`config.mk`:
```
export PLATFORM = sky130hd
export DESIGN_NAME = wb_demux_1x3
export DESIGN_NICKNAME = d
export VERILOG_FILES = /design/src/rtl/wb_demux_1x3.sv
export SDC_FILE = /design/constraint.sdc
export NUM_CORES = 1
export LEC_CHECK = 0
export CORE_MARGIN = 2
export CORE_UTILIZATION = 40
export CTS_CLUSTER_DIAMETER = 150
export DETAILED_ROUTE_END_ITERATION = 10
export PLACE_DENSITY = 0.8
export SLEW_MARGIN = 25
export SYNTH_ARGS = -nofsm -noshare
export SYNTH_HDL_FRONTEND = slang
export SYNTH_SLANG_ARGS = --single-unit
```
`constraint.sdc`:
```
create_clock -name CLK -period 7 [get_ports CLK]
set_clock_uncertainty 0.15 [all_clocks]
set_input_delay 1.4 -clock CLK [delete_from_list [all_inputs] [get_ports CLK]]
set_output_delay 1.4 -clock CLK [all_outputs]
set_load 0.02 [all_outputs]
```
`src/rtl/wb_demux_1x3.sv`:
```
// rtl/wb_demux_1x3.sv - one-to-three stream demultiplexer with per-lane holding registers
// Illegal selects are dropped and counted.
module wb_demux_1x3 #(
  parameter int N = 32
) (
  input  logic         CLK,
  input  logic         RST,
  input  logic [N-1:0] IN_DATA,
  input  logic [1:0]   IN_SEL,
  input  logic         IN_VALID,
  output logic         IN_READY,
  output logic [N-1:0] A_DATA,
  output logic [N-1:0] B_DATA,
  output logic [N-1:0] C_DATA,
  output logic         A_VALID,
  output logic         B_VALID,
  output logic         C_VALID,
  input  logic         A_READY,
  input  logic         B_READY,
  input  logic         C_READY,
  output logic         ERR_SEL,
  output logic [7:0]   DROP_CNT
);

  logic [N-1:0] r_data [3];
  logic [2:0]   r_valid;
  logic         r_err;
  logic [7:0]   r_drop;

  logic [2:0]   w_lane_rdy;
  logic [3:0]   w_slot_free;
  logic         w_accept;

  assign w_lane_rdy  = {C_READY, B_READY, A_READY};
  // Slot 3 is the drop sink: it can always take a word.
  assign w_slot_free = {1'b1, ~r_valid | w_lane_rdy};
  assign IN_READY    = w_slot_free[IN_SEL];
  assign w_accept    = IN_VALID && IN_READY;

  always_ff @(posedge CLK) begin
    if (RST) begin
      for (int i = 0; i < 3; i++) begin
        r_data[i] <= '0;
      end
      r_valid <= '0;
      r_err   <= 1'b0;
      r_drop  <= '0;
    end else begin
      for (int i = 0; i < 3; i++) begin
        if (w_accept && (IN_SEL == 2'(i))) begin
          r_data[i]  <= IN_DATA;
          r_valid[i] <= 1'b1;
        end else if (r_valid[i] && w_lane_rdy[i]) begin
          r_valid[i] <= 1'b0;
        end
      end
      if (w_accept && (IN_SEL == 2'b11)) begin
        r_err <= 1'b1;
        if (r_drop != 8'hFF) begin
          r_drop <= r_drop + 8'd1;
        end
      end
    end
  end

  assign A_DATA   = r_data[0];
  assign B_DATA   = r_data[1];
  assign C_DATA   = r_data[2];
  assign A_VALID  = r_valid[0];
  assign B_VALID  = r_valid[1];
  assign C_VALID  = r_valid[2];
  assign ERR_SEL  = r_err;
  assign DROP_CNT = r_drop;

endmodule

```
=== Word-level counts from Yosys, hierarchy flattened ===
Memory sizes are Yosys's and may differ from the RTL's.
Cells that the tools add are included.

* Bits in registers: 12
* Memory bits (writable): 96
* Input port bits: 40
* Output and inout port bits: 109
* Word-level logic and storage cells: 52
* Memories: 1

{| class="wikitable"
|+ Memory list
! memory !! words !! width !! read ports !! clocked after Yosys merged registers in !! wr ports !! RTL line !! text
|-
| r_data || 3 || 32 || 3 || 0 || 3 || 25 || <nowiki>logic [N-1:0] r_data [3];</nowiki>
|}

* Add/sub/neg operators: 1
* Order comparisons: 1
* Equal/unequal tests: 4
* Multiplexer cells: 22
* Bitwise logic cells: 5
* Reduce and logical (&&, ||, !) cells: 13

{| class="wikitable"
|+ Operators by type and width
! cell !! number
|-
| $mux W32 || 3
|-
| $mux W1 || 18
|-
| $add A8 B1 Y8 const B || 1
|-
| $logic_and A1 B1 Y1 || 8
|-
| $ne A8 B8 Y1 const B || 1
|-
| $reduce_bool A2 Y1 || 3
|-
| $eq A2 B2 Y1 const B || 2
|-
| $lt A2 B3 Y1 const B || 1
|-
| $not A3 Y3 || 1
|-
| $or A1 B1 Y1 || 3
|-
| $or A3 B3 Y3 || 1
|-
| $bmux W1 S2 || 1
|-
| $eq A2 B1 Y1 const B || 1
|-
| $logic_not A2 Y1 || 1
|-
| $reduce_and A2 Y1 || 1
|}

=== Longest topological paths before layout ===
Gate-level depths: netlist of run 1.

* Depth after elaboration: 10
* Depth in mapped cells: 5
* Gate-level depth less buffers: 5

=== Worst setup path before layout of run 1 ===
OpenSTA, ideal clock, no wires.

* Kind: input-to-reg
* From: in IN_SEL[0]
* To: mem r_data[2][0], in the netlist r_data[0][64] (enable)
* Library setup time: 0.428 ns
* Arrival time: 3.102 ns
* Required time: 6.422 ns
* Path slack: 3.320 ns
* Stages: 3
* Buffers on the path: 0
* Path through: inv_1 -> nand3_1 -> o21bai_1

{| class="wikitable"
|+ RTL lines
! what !! RTL line !! text
|-
| start: declaration || 9 || <nowiki>input logic [1:0] IN_SEL,</nowiki>
|-
| end: declaration || 25 ||
|}

=== Worst setup path in the final report of run 1 ===
* From: in IN_SEL[0]
* To: out IN_READY

* Cells in the longest elaborated chain, start to end: 2

{| class="wikitable"
|+ Ends and longest elaborated chain
! what !! RTL line !! text
|-
| $bmux W1 S2 || 37 || <nowiki>assign IN_READY = w_slot_free[IN_SEL];</nowiki>
|-
| $mux W1 (implied by the code) || 37 ||
|-
| end: declaration || 11 || <nowiki>output logic IN_READY,</nowiki>
|}

Every way passes these cells. The select of a mux whose other input is x is not followed.

==> metrics.yaml, run 1 <==
outcome:
  status: "complete, no violations"
floorplanning:
  die_area_um2: 10310
  core_area_um2: 9240
  initial_core_util_pct: 41.19
  die_w_um: 101.5
  rows: 35
  pin_count: 149
  die_y_um: 101.5
timing:
  final.setup.tns_ns: 0
  period_needed_ns: 4.684
  fin_crit_sh_pct: 66.92
  relSlewSlack_pct: 44.30
  max_freq_ghz: 0.2135
  rsz0062_at_grt: "false"
  slew_viol_final: 0
  tightestPinTransition_ns: 0.8355
  setup_violations: 0
  final-hold-violation-count: 0
route:
  wl_per_cell_um: 16.51
  ant_nets: 0
  drt_wl_total_um: 8173
  drt_pass1_iterations: 4
  first_iter_violations: 47
  vias_per_cell: 4.636
  vias: 2295
  drc: 0
clock_tree:
  clk_pin_slew_ns: 0.10
  h-tree-depth: 3
  clkLatencyLatePin_ns: 0.35
  post_cts_buffers: 0
  clockBufferDepth: 2
  cts-root-buf: "clkbuf_8"
  cts_sinks: 108
  cts_tree: "done"
  cts_buffers: 9
  cts_repair_resize_count: 0
  holdBufCountCts: 0
setup_path:
  critical-path-slowest-cell: "clkdlybuf4s50_1"
  critPathLaunchType: "primary input"
  cp_top_family: "buffers and inverters"
  path_cells: "clkdlybuf4s50_1, or3b_1, a21oi_2, a31oi_1, clkdlybuf4s50_1"
  path_max_fanout: 8
  crit_arrival_ns: 3.13
  required_ns: 5.45
  critPathMostFrequentCell: "clkdlybuf4s50_1"
  cp_num_buf_inv: 2
  worstSetupEndpointType: "output port"
  crit_type: "in2out"
  max_stage_delay_ns: 0.56
finish:
  fillers: 716
  nets: 402
  fin_util_pct: 61.03
  multi_input_area_um2: 638.1
  n_antenna_cell: 0
  ff_latch_area_um2: 3123
  areaGrowthSynthToFinish_pct: 48.16
  layout-drive-gt1-share_pct: 13.66
  final_cell_mix: "148 x clkdlybuf4s50_1, 96 x edfxtp_1, 30 x and2_4"
  final_cells: 495
  final_common_cell: "clkdlybuf4s50_1"
yosys:
  ys_seq_area_share_pct: 82.05
  synthTopCellsByArea: "edfxtp_1 76%, and2_4 6.9%, dfxtp_1 6.3%"
  avgSynthCellArea_um2: 18.75
  syn_nets: 244
  ys_ff_latch: 108
  netlist_instances: 203
  synth.top_cell.area_share_pct: 75.74
  syn-cell-area_um2: 3806
  yosysTopAreaCell: "edfxtp_1"
  synth_edf_count: 96
  yosysWarnings: 0
  ys.flop_type: "edfxtp_1"
  synthDistinctLibCells: 33
  async_reset_ff_share_pct: 0
pwr:
  powerDensity_nw_per_um2: 223.9
  peakVddDrop_mv: 0.1221
  finalPower_mw: 1.263
  power_leakage_nw: 2.039
global_route:
  overflow: 0
  grt_pass1_vias: 2299
  grt_pass1_wl_um: 12210
  antenna_found_initial: 0
  grt_usage_pct: 15.94
  grt_max_degree: 33
place:
  port_buffers: 148
  place_congestion: 0.7745
  dp.cells: 479
  dp_hpwl_um: 5670
worst_hold_path:
  hp-class: "reg2reg"
run:
  drv_cap: 0
## synth_stat cells, types with 3 or more instances
cell type and instances:
nor2_1 9, a21oi_1 4, and2_4 30, buf_6 3, edfxtp_1 96, nand3_1 6, and3_1 3, inv_1 5
dfxtp_1 12
## logic make-up (layout without fill, tap and decap cells)
logic type	Yosys count	after routing	share of synthesized area, %
buf+inv	9	172	1.479
simple gates	63	63	11.70
flops	108	108	82.05
fa+ha+maj	1	1	0.3287
xor+xnor	3	3	0.6905
mux	2	2	0.5260
compound gates	17	17	3.222
## registers in the layout, summed over array words and instances, names as in the netlist
name / count
DROP_CNT: 8
r_data: 96
r_valid: 3
ERR_SEL: 1
## worst register-to-register path, cell delays in order (launching register included)
cell	delay (ns)
dfxtp_1	0.34
nand2b_1	0.10
a41o_1	0.74
buf_4	0.41
## routing by layer
layer  up-vias  GRT usage (%)  part of all wire [%]
met5         -              0                     0
met4         0          5.613                   1.2
met3         9          4.762                   8.5
met2       103          27.43                    49
met1      1106          19.05                    41
li1       1077              -                     -
## metrics by stage
step | worst slack, ns | instance area (um2) | hold WS [ns]
2_1_floorplan | 3.320 | 3806 | 0.4050
3_3_place_gp | 2.365 | 5438 | 0.3135
3_5_place_dp | 2.347 | 5465 | 0.3187
4_1_cts | 2.335 | 5639 | 0.3481
5_1_grt | 2.223 | 5639 | 0.3928
6_report | 2.316 | 5639 | 0.3416
## power by group
group          total (mW)  switching, mW  internal [mW]  leakage, nW
combinational       0.176         0.0894         0.0871        0.831
clock               0.338          0.207          0.131       0.0853
sequential          0.748        0.00972          0.739         1.12
## cell type report
type	instances	share of cell area, %
inverter	5	0.3328
sequential	108	55.38
timing repair buffer	151	27.02
clock buffer	9	2.197
multi-input combinational	86	11.32
clock inverter	7	0.8875
tap	129	2.862
## path summary, 6_finish.rpt
kind | start | to | slack (ns) | cells after the start
worst min-delay path | ERR_SEL$_SDFFE_PP0P_ | ERR_SEL$_SDFFE_PP0P_ | 0.34 | 2
worst max-delay path | IN_SEL[0] | IN_READY | 2.32 | 5
worst min register to register | ERR_SEL$_SDFFE_PP0P_ | ERR_SEL$_SDFFE_PP0P_ | 0.34 | 2
worst max register to register | r_valid[0]$_SDFFE_PP0P_ | r_data[0][0]$_DFFE_PP_ | 4.95 | 3
Power figures use the tool's default switching activity.
==> run 2: changes to the inputs <==
--- a/config.mk
+++ b/config.mk
@@ -6,10 +6,10 @@
 export NUM_CORES = 1
 export LEC_CHECK = 0
 export CORE_MARGIN = 2
-export CORE_UTILIZATION = 40
+export CORE_UTILIZATION = 39
 export CTS_CLUSTER_DIAMETER = 150
 export DETAILED_ROUTE_END_ITERATION = 10
-export PLACE_DENSITY = 0.8
+export PLACE_DENSITY = 0.82
 export SLEW_MARGIN = 25
 export SYNTH_ARGS = -nofsm -noshare
 export SYNTH_HDL_FRONTEND = slang
==> constraint.sdc (replaced) <==
create_clock -name CLK -period 4.1 [get_ports CLK]
set_clock_uncertainty 0.15 [all_clocks]
set_input_delay 0.82 -clock CLK [delete_from_list [all_inputs] [get_ports CLK]]
set_output_delay 0.82 -clock CLK [all_outputs]
set_load 0.02 [all_outputs]
==> run 2 against run 1 <==
Net effect: wire length up 2.5%; global-route usage about the same; via count up 0.26%.
==> metrics.yaml, run 2 (synthesis gave the netlist of run 1 again) <==
clock_tree:
  cts_buffers: 9  # unchanged
  holdBufCountCts: 0  # unchanged
  cts-root-buf: "clkbuf_8"
  cts_sinks: 108  # unchanged
  h-tree-depth: 3  # unchanged
  cts_repair_resize_count: 0  # unchanged
  post_cts_buffers: 0  # unchanged
  cts_tree: "done"
  clkLatencyLatePin_ns: 0.36  # about the same
  clockBufferDepth: 2  # unchanged
  clk_pin_slew_ns: 0.10  # about the same
place:
  dpl_cell_area_um2: 5465  # unchanged
  dp_hpwl_um: 5803  # +2.3%
  port_buffers: 148  # unchanged
  place_congestion: 0.7746  # about the same
setup_path:
  critPathLaunchType: "primary input"
  rr_worst_depth: 4  # +1
  crit_type: "in2out"
  path_max_fanout: 8  # unchanged
  r2r_start: "r_valid[0]$_SDFFE_PP0P_"
  r2r-end: "r_data[0][32]$_DFFE_PP_"
  cp_num_buf_inv: 2  # unchanged
  critical-path-slowest-cell: "clkdlybuf4s50_1"
  crit_arrival_ns: 2.66  # -0.47 ns
  cp_top_family: "buffers and inverters"
  path_cells: "clkdlybuf4s50_1, or3b_1, a21oi_2, a31oi_1, clkdlybuf4s50_1"
  required_ns: 3.13  # -2.32 ns
  max_stage_delay_ns: 0.59  # +0.03 ns
  critPathMostFrequentCell: "clkdlybuf4s50_1"
  reg2reg_slack_ns: 2.09  # -2.86 ns
  worstSetupEndpointType: "output port"
timing:
  setup_violations: 0  # unchanged
  final.setup.tns_ns: 0  # unchanged
  relSlewSlack_pct: 56.45  # +12 points
  final-hold-violation-count: 0  # unchanged
  max_freq_ghz: 0.2753
  hold_ws_ns: 0.3251  # -0.01653 ns
  period_needed_ns: 3.632
  slew_viol_final: 0  # unchanged
  rsz0062_at_grt: "false"
  tightestPinTransition_ns: 0.6369  # -0.1987 ns
  fin_crit_sh_pct: 88.59
route:
  drc: 0  # unchanged
  drt_pass1_iterations: 4  # unchanged
  vias: 2301  # +0.26%
  ant_nets: 0  # unchanged
  wl_per_cell_um: 16.75  # +1.4%
  vias_per_cell: 4.602  # -0.74%
  first_iter_violations: 97  # +110%
  drt_wl_total_um: 8374  # +2.5%
pwr:
  clkPwrFrac_pct: 28.1  # +1.3 points
  power_frac_seq_pct: 58.2  # -1.1 points
  pwr-share-comb_pct: 13.6  # -0.4 points
  peakVddDrop_mv: 0.1930  # +58%
  swShare_pct: 23.04  # -1.2 points
  powerDensity_nw_per_um2: 388.7  # +74%
  p_sw_mw: 0.5055  # +65%
  power_leakage_nw: 2.049  # +0.47%
  p_int_mw: 1.689  # +77%
finish:
  nets: 404  # +0.50%
  final_cell_mix: "148 x clkdlybuf4s50_1, 96 x edfxtp_1, 30 x and2_4"
  regMostFlops: "r_data"
  final_common_cell: "clkdlybuf4s50_1"
  layout-drive-gt1-share_pct: 13.90  # +0.24 points
  areaGrowthSynthToFinish_pct: 48.32
  fillers: 743  # +3.8%
  fin_area_um2: 5645  # +0.11%
  n_antenna_cell: 0  # unchanged
  fin_util_pct: 58.57  # -2.5 points
  largest_reg_flops: 96  # unchanged
outcome:
  status: "complete, no violations"
global_route:
  grt_pass1_wl_um: 12390  # +1.4%
  grt_pass1_vias: 2347  # +2.1%
  grt_usage_pct: 15.95  # about the same
  grt_max_degree: 33  # unchanged
  overflow: 0  # unchanged
  antenna_found_initial: 0  # unchanged
floorplanning:
  die_w_um: 102.8  # +1.2%
  die_y_um: 102.8  # +1.2%
  die_area_um2: 10570  # +2.5%
  pin_count: 149  # unchanged
  rows: 36  # +2.9%
  initial_core_util_pct: 39.49  # -1.7 points
  core_area_um2: 9639  # +4.3%
worst_hold_path:
  hold_depth: 2  # unchanged
  min_from: "ERR_SEL$_SDFFE_PP0P_"
  hold_end: "ERR_SEL$_SDFFE_PP0P_"
  hp-class: "reg2reg"
run:
  drv_cap: 0  # unchanged
==> run 2: power by group through the flow <==
stage          Sequential, mW  Clock (mW)  Combinational (mW)
2_1_floorplan            1.38           0              0.0532
3_3_place_gp             1.30           0               0.298
3_5_place_dp             1.30           0               0.303
4_1_cts                  1.28       0.631               0.304
5_1_grt                  1.28       0.675               0.318
6_report                 1.28       0.617               0.299
==> run 2: worst max path at each step <==
stage / endpoint / slack [ns] / start / cells past startpoint
after floorplan: r_data[0][64]$_DFFE_PP_ / 1.00 / IN_SEL[0] / 3
final: IN_READY / 0.47 / IN_SEL[0] / 5
after CTS: IN_READY / 0.48 / IN_SEL[0] / 5
after detailed placement: IN_READY / 0.49 / IN_SEL[0] / 5
after global placement: IN_READY / 0.55 / IN_SEL[0] / 5
after global routing: IN_READY / 0.39 / IN_SEL[0] / 5
==> run 2: metal layers <==
layer	global-route usage, %	wire length, um	vias up
li1	-	-	1082
met1	18.27	3253	1110
met2	28.26	4378	96
met3	3.661	582	13
met4	7.692	159	0
met5	0	0	-
==> run 2: final cells by class <==
class	count	area, um2	share of cell area, %
Clock buffer	11	131.4	2.327
Clock inverter	4	48.80	0.8644
Sequential cell	108	3123	55.32
Tap cell	133	166.4	2.948
Timing Repair Buffer	153	1519	26.91
Inverter	5	18.77	0.3324
Multi-Input combinational cell	86	638.1	11.30
==> run 2: worst reg2reg max path: stages, from the launching register on <==
cell and delay [ns]:
dfxtp_1 0.37, or3b_1 0.39, a21oi_2 0.20, and4bb_4 0.40, and2_1 0.26
==> run 2: stage by stage <==
step / instances / total power [mW] / worst slack (ns)
finish: 500 / 2.194 / 0.4677
global route: 500 / 2.276 / 0.3917
CTS: 500 / 2.214 / 0.4783
detailed placement: 485 / 1.607 / 0.4858
global placement: 485 / 1.600 / 0.5531
floorplan: 203 / 1.433 / 1.000
